==> src/rtl/hw_xtea_pkg.sv <==
// Shared constants, register map and FSM encoding for the XTEA Avalon-MM block.
// Also holds the XTEA mixing term used by both Feistel half-rounds.
package hw_xtea_pkg;

   localparam logic [31:0] DELTA = 32'h9E3779B9;

   localparam logic [2:0] A_CTRL   = 3'd0;
   localparam logic [2:0] A_STATUS = 3'd1;
   localparam logic [2:0] A_V0     = 3'd2;
   localparam logic [2:0] A_V1     = 3'd3;

   typedef enum logic [1:0] {
      S_IDLE,
      S_LOAD,
      S_RUN,
      S_DONE
   } state_t;

   function automatic logic [31:0] mix(input logic [31:0] v);
      return ((v << 4) ^ (v >> 5)) + v;
   endfunction

endpackage

==> src/rtl/hw_xtea_avmm_if.sv <==
// Avalon-MM slave bus bundle; the master holds its command while waitrequest is high.
interface hw_xtea_avmm_if #(
   parameter int ADDR_W = 3
);
   logic [ADDR_W-1:0] address;
   logic              write;
   logic [31:0]       writedata;
   logic              read;
   logic [31:0]       readdata;
   logic              waitrequest;

   modport master (
      output address, write, writedata, read,
      input  readdata, waitrequest
   );

   modport slave (
      input  address, write, writedata, read,
      output readdata, waitrequest
   );
endinterface

==> src/rtl/hw_xtea_avmm_cycle.sv <==
// One full XTEA cycle (both Feistel half-rounds), purely combinational.
// Encrypt updates v0 then v1 with sum advancing between; decrypt runs the mirror image.
module xtea_cycle
   import hw_xtea_pkg::*;
(
   input  logic [31:0]      v0,
   input  logic [31:0]      v1,
   input  logic [31:0]      sum,
   input  logic [3:0][31:0] key,
   input  logic             mode,
   output logic [31:0]      v0_out,
   output logic [31:0]      v1_out,
   output logic [31:0]      sum_out
);
   logic [31:0] sum_inc, sum_dec, enc_v0, enc_v1, dec_v0, dec_v1;

   always_comb begin
      sum_inc = sum + DELTA;
      sum_dec = sum - DELTA;
      enc_v0  = v0 + (mix(v1) ^ (sum + key[sum[1:0]]));
      enc_v1  = v1 + (mix(enc_v0) ^ (sum_inc + key[sum_inc[12:11]]));
      dec_v1  = v1 - (mix(v0) ^ (sum + key[sum[12:11]]));
      dec_v0  = v0 - (mix(dec_v1) ^ (sum_dec + key[sum_dec[1:0]]));
      v0_out  = mode ? dec_v0 : enc_v0;
      v1_out  = mode ? dec_v1 : enc_v1;
      sum_out = mode ? sum_dec : sum_inc;
   end
endmodule

==> src/rtl/hw_xtea_avmm.sv <==
// XTEA block cipher behind an Avalon-MM slave; done ROUNDS+1 cycles after the start write.
// DATA/KEY accesses stall while busy; reads take one extra cycle; CTRL/STATUS never stall.
module hw_xtea_avmm
   import hw_xtea_pkg::*;
#(
   parameter int ROUNDS = 32,
   parameter int ADDR_W = 3
) (
   input  logic clk,
   input  logic reset,
   hw_xtea_avmm_if.slave bus
);
   localparam int          CNT_W   = 7;
   localparam logic [31:0] SUM_DEC = DELTA * 32'(ROUNDS);

   logic [1:0]        rst_sync;
   logic              rst_n;
   state_t            state, state_nxt;
   logic              mode, rd_ack;
   logic [31:0]       v0, v1, sum, nv0, nv1, nsum, rd_val;
   logic [3:0][31:0]  key;
   logic [CNT_W-1:0]  cnt;
   logic [ADDR_W-1:0] addr;
   logic [2:0]        reg_sel;
   logic              in_map, data_acc, busy, last_run;
   logic              wr_stall, rd_stall, wr_en, rd_accept, start;

   // Reset asserts asynchronously but releases on a clock edge, so no flop sees a runt release.
   always_ff @(posedge clk or negedge reset) begin
      if (!reset) rst_sync <= '0;
      else        rst_sync <= {rst_sync[0], 1'b1};
   end
   assign rst_n = rst_sync[1];

   assign addr     = bus.address;
   assign reg_sel  = addr[2:0];
   assign in_map   = (addr >> 3) == '0;
   assign data_acc = in_map && (reg_sel >= A_V0);
   assign busy     = (state == S_LOAD) || (state == S_RUN);
   assign last_run = (state == S_RUN) && (cnt == CNT_W'(ROUNDS - 1));

   // A read stalled behind the engine is accepted in the final round so its data is the result.
   assign wr_stall  = bus.write && data_acc && busy;
   assign rd_stall  = data_acc && busy && !last_run;
   assign wr_en     = bus.write && !wr_stall;
   assign rd_accept = bus.read && !bus.write && !rd_ack && !rd_stall;
   assign start     = wr_en && in_map && (reg_sel == A_CTRL) && bus.writedata[0] && !busy;
   assign bus.waitrequest = rst_n && (wr_stall || (bus.read && !bus.write && !rd_ack));

   xtea_cycle u_cycle (
      .v0(v0), .v1(v1), .sum(sum), .key(key), .mode(mode),
      .v0_out(nv0), .v1_out(nv1), .sum_out(nsum)
   );

   always_comb begin
      rd_val = '0;
      if (in_map) begin
         case (reg_sel)
            A_CTRL:   rd_val = {30'd0, mode, 1'b0};
            A_STATUS: rd_val = {30'd0, state == S_DONE, busy};
            A_V0:     rd_val = last_run ? nv0 : v0;
            A_V1:     rd_val = last_run ? nv1 : v1;
            default:  rd_val = key[reg_sel[1:0]];
         endcase
      end
   end

   always_ff @(posedge clk or negedge rst_n) begin
      if (!rst_n) state <= S_IDLE;
      else        state <= state_nxt;
   end

   always_comb begin
      state_nxt = state;
      case (state)
         S_IDLE, S_DONE: if (start) state_nxt = S_LOAD;
         S_LOAD:         state_nxt = S_RUN;
         S_RUN:          if (last_run) state_nxt = S_DONE;
         default:        state_nxt = S_IDLE;
      endcase
   end

   always_ff @(posedge clk or negedge rst_n) begin
      if (!rst_n) begin
         mode         <= 1'b0;
         rd_ack       <= 1'b0;
         v0           <= '0;
         v1           <= '0;
         sum          <= '0;
         key          <= '0;
         cnt          <= '0;
         bus.readdata <= '0;
      end else begin
         rd_ack <= rd_accept;
         if (rd_accept) bus.readdata <= rd_val;
         if (start) mode <= bus.writedata[1];
         if (state == S_LOAD) begin
            sum <= mode ? SUM_DEC : 32'd0;
            cnt <= '0;
         end
         if (state == S_RUN) begin
            v0  <= nv0;
            v1  <= nv1;
            sum <= nsum;
            cnt <= cnt + 1'b1;
         end
         if (wr_en && in_map) begin
            case (reg_sel)
               A_CTRL, A_STATUS: ;
               A_V0:    v0 <= bus.writedata;
               A_V1:    v1 <= bus.writedata;
               default: key[reg_sel[1:0]] <= bus.writedata;
            endcase
         end
      end
   end
endmodule
==> src/flat_wrapper.sv <==
// flat-port wrapper written by rule: the top's interface ports become plain ports
module hw_xtea_avmm_flat import hw_xtea_pkg::*;
#(
   parameter int ROUNDS = 32,
   parameter int ADDR_W = 3
)
  (clk, reset, bus_address, bus_write, bus_writedata, bus_read, bus_readdata, bus_waitrequest);
  hw_xtea_avmm_if #(.ADDR_W(ADDR_W)) bus_i ();
  input  logic clk;
  input  logic reset;
  input wire logic [$bits(bus_i.address)-1:0] bus_address;
  input wire logic [$bits(bus_i.write)-1:0] bus_write;
  input wire logic [$bits(bus_i.writedata)-1:0] bus_writedata;
  input wire logic [$bits(bus_i.read)-1:0] bus_read;
  output wire logic [$bits(bus_i.readdata)-1:0] bus_readdata;
  output wire logic [$bits(bus_i.waitrequest)-1:0] bus_waitrequest;
  assign bus_i.address = bus_address;
  assign bus_i.write = bus_write;
  assign bus_i.writedata = bus_writedata;
  assign bus_i.read = bus_read;
  assign bus_readdata = bus_i.readdata;
  assign bus_waitrequest = bus_i.waitrequest;
  hw_xtea_avmm #(.ROUNDS(ROUNDS), .ADDR_W(ADDR_W)) u_core (.clk(clk), .reset(reset), .bus(bus_i));
endmodule
==> config.mk <==
export PLATFORM = sky130hd
export DESIGN_NAME = hw_xtea_avmm_flat
export DESIGN_NICKNAME = d
export VERILOG_FILES = /design/src/rtl/hw_xtea_pkg.sv /design/src/rtl/hw_xtea_avmm_if.sv /design/src/rtl/hw_xtea_avmm_cycle.sv /design/src/rtl/hw_xtea_avmm.sv /design/src/flat_wrapper.sv
export SDC_FILE = /design/constraint.sdc
export NUM_CORES = 2
export LEC_CHECK = 0
export CAP_MARGIN = 10
export CORE_AREA = 2 2 315 317
export CTS_CLUSTER_DIAMETER = 50
export DETAILED_ROUTE_END_ITERATION = 12
export DIE_AREA = 0 0 317 319
export DONT_BUFFER_PORTS = 1
export PLACE_DENSITY = 0.63
export SETUP_SLACK_MARGIN = 0.1
export SKIP_CTS_REPAIR_TIMING = 1
export SLEW_MARGIN = 20
export SYNTH_ARGS = -nofsm -noshare
export SYNTH_HDL_FRONTEND = slang
export SYNTH_HIERARCHICAL = 1
export SYNTH_SLANG_ARGS = --single-unit
==> constraint.sdc <==
create_clock -name clk -period 10 [get_ports clk]
set_clock_uncertainty 0.05 [all_clocks]
set_input_delay 1.5 -clock clk [delete_from_list [all_inputs] [get_ports clk]]
set_output_delay 1.5 -clock clk [all_outputs]
set_load 0.02 [all_outputs]
==> impl_metrics.json <==
{
  "clk_path_buf_depth": 3,
  "max_slew.worst_pin.slew_ns": 1.02,
  "synth-seq-cells": 269,
  "synth_top_area_share_pct": 17.8,
  "fin_nets": 5277,
  "grt_max_degree": 86,
  "antenna_left": 0,
  "synth-seq-area-share_pct": 17.8,
  "synthDistinctLibCells": 102,
  "syn-cell-area_um2": 37900,
  "synth_cells": 4168,
  "rsz0062_at_grt": "yes",
  "port_buffers": 0,
  "fmax_ghz": 0.100,
  "period_share_pct": 99.9,
  "synthTopCellsByArea": "dfrtp_1, ha_1, mux4_2, xnor2_1, mux2_2",
  "required_ns": 10.37,
  "cts_htree_levels": 2,
  "die_h_um": 319,
  "placed_cells": 6027,
  "drtIter0Drc": 4232,
  "syn_nets": 4610,
  "die-area_um2": 101000,
  "synth_edf_count": 0,
  "die_width_um": 317,
  "cts_buffers": 41,
  "critPathMostFrequentCell": "a21oi_2",
  "path_class": "flop to flop",
  "area_growth_pct": 26.2,
  "cts-root-buf": "clkbuf_16",
  "dp_hpwl_um": 127000,
  "drt_wl_total_um": 159000,
  "drive_above_1_share_pct": 32.0,
  "slew_viol_final": 0,
  "io_pins": 72,
  "synthFlopType": "dfrtp_1",
  "vias_per_cell": 6.06,
  "synthArstFlopShare_pct": 100,
  "cp.arrival_ns": 10.36,
  "relSlewSlack_pct": 32.2,
  "vias": 37303,
  "grt_pass1_wl_um": 226000,
  "grt_pass1_vias": 34789,
  "final_cells": 6154,
  "dr.pass1.iters": 5,
  "grt-ovfl-total": 0,
  "gp_congestion": 1.02,
  "start_kind": "flop",
  "cts_tree": "built",
  "clkTransAtPathRegs_ns": 0.06,
  "drcViolationCount": 0,
  "crit_slowest_cell": "mux4_2",
  "finalHoldViolations": 0,
  "cp-end-kind": "flop",
  "n_fill_cell": 9063,
  "status": "finished, final reports clean",
  "setup_viol": 0,
  "drv_cap": 0,
  "finalCriticalPeriod_ns": 9.99,
  "path_max_fanout": 5,
  "antenna_found_initial": 5,
  "whs_ns": 0.251,
  "hold_path.class": "flop to async pin",
  "clk_latency_ns": 0.60,
  "critPathMaxStageDelay_ns": 0.57,
  "yosys.area.top_type": "dfrtp_1",
  "ff_latch_area_um2": 6750,
  "syn_area_per_cell_um2": 9.09,
  "cts_sinks": 269,
  "grt.total_usage_pct": 30.0,
  "ys.warnings.count": 6,
  "std_cell_rows": 115,
  "multi_input_area_um2": 31600,
  "routedWlPerCell_um": 25.8,
  "initial_core_util_pct": 38.8,
  "core-area_um2": 97700,
  "reg2reg_slack_ns": 0.007
}
==> cell usage in the layout (no fill, tap or decap), types with 23 or more instances in the layout <==
master     instances
buf_4            753
ha_1             371
xnor2_1          368
a21oi_1          309
nand2_1          278
dfrtp_1          263
nor2_1           245
a21o_1           227
xor2_1           218
mux2_2           186
mux4_2           156
o21ai_0          151
inv_1            100
mux2i_1           81
o21ai_1           78
nor2b_1           68
a21oi_2           63
nand3_1           57
nand2b_1          52
clkbuf_16         47
nor3_1            46
o31ai_1           40
o21a_1            37
mux2_4            33
xnor2_2           33
a221oi_2          29
nand4_1           29
o21bai_1          28
a211oi_1          24
and3_1            23
==> routing by layer <==
| metal | wire length [um] | track usage [%] |
|---|---|---|
| met3 | 15900 | 5.41 |
| met4 | 5360 | 8.02 |
| met5 | 41 | 0 |
| met2 | 66900 | 44.4 |
| met1 | 70400 | 44.5 |
==> registers in the layout (all words and copies together), names as in the netlist <==
signal	count
u_core/bus.readdata	32
u_core/mode	1
u_core/rd_ack	1
u_core/sum	32
u_core/key	128
u_core/v1	32
u_core/state	2
u_core/cnt	7
u_core/rst_sync	2
u_core/v0	32
==> synthesized netlist by cell type, types with 14 or more instances <==
cell      instances
o21ai_1          81
xor2_1          222
a31oi_1          28
and2_1           16
mux4_2          156
nand2b_1         52
or3_1            19
mux2_2          189
a221oi_2         30
nand4_1          29
a21o_1          227
and3_1           30
nor2b_1          70
nor3_1           49
a21oi_1         371
o31ai_1          44
nand3_1          61
o21a_1           38
mux2_4           30
nor2_1          260
clkbuf_1         90
xnor2_1         401
buf_2            30
o211ai_1         14
o21bai_1         33
o21ai_0         171
nand2_1         285
dfrtp_1         269
mux2i_1          83
a211oi_1         39
inv_1           102
buf_1            25
ha_1            391
==> kinds of logic (layout without fill, tap and decap cells) <==
group / count (synthesis) / in the layout / share of synthesized area [%]
AOI/OAI and AO/OA: 1220 / 1220 / 21.1
muxes: 461 / 461 / 18.4
DFF: 269 / 269 / 17.8
and+or+nand+nor: 923 / 923 / 11.5
xor gates and xnor gates: 627 / 627 / 14.6
other: 1 / 2 / 0.00990
adders and majority gates: 403 / 403 / 13.5
buffers and inverters: 264 / 962 / 3.03
==> worst max-delay path: cells and delay by family, from the launching register on <==
family / cells / cell delay (ns)
AOI/OAI and AO/OA: 22 / 3.47
adders and majority gates: 5 / 1.50
muxes: 2 / 0.83
DFF: 1 / 0.49
and+or+nand+nor: 8 / 1.59
xor gates and xnor gates: 7 / 1.36
buffers and inverters: 4 / 0.50
==> path summary, 6_finish.rpt <==
path,depth (start not counted),from,endpoint
max,48,u_core/sum[0]$_DFFE_PN0N_,u_core/bus.readdata[31]$_DFFE_PN0P_
min,0,u_core/rst_sync[1]$_DFF_PN0_,u_core/key[126]$_DFFE_PN0P_
max reg2reg,48,u_core/sum[0]$_DFFE_PN0N_,u_core/bus.readdata[31]$_DFFE_PN0P_
min reg2reg,0,u_core/rst_sync[1]$_DFF_PN0_,u_core/key[126]$_DFFE_PN0P_
max in group asynchronous,3,u_core/rst_sync[1]$_DFF_PN0_,u_core/sum[0]$_DFFE_PN0N_
min in group clk,0,u_core/rst_sync[0]$_DFF_PN0_,u_core/rst_sync[1]$_DFF_PN0_
==> per-stage QoR <==
stage               cell area, um^2  utilization [%]  worst slack (ns)  TNS, ns
floorplan                     38000                -             0.110        0
global placement              44400             45.4            -0.524    -4.37
detailed placement            44400             45.4            -0.658    -4.55
CTS                           45800             46.8            -0.706    -6.20
global route                  47800             48.9            -0.421    -3.18
finish                        47800             48.9           0.00748        0
==> area by class of cell <==
cell class	count	share of cell area, %
diodes	1	0.00523
clock buffers	51	2.36
clock inverters	23	0.602
inverters	106	0.835
multi-input cells	3635	66.0
flip-flops and latches	269	14.1
well taps	1287	3.37
repair buffers	782	12.7
Power is not shown: default switching activity piles up to over one toggle a cycle in this logic, so the estimate is an artifact.
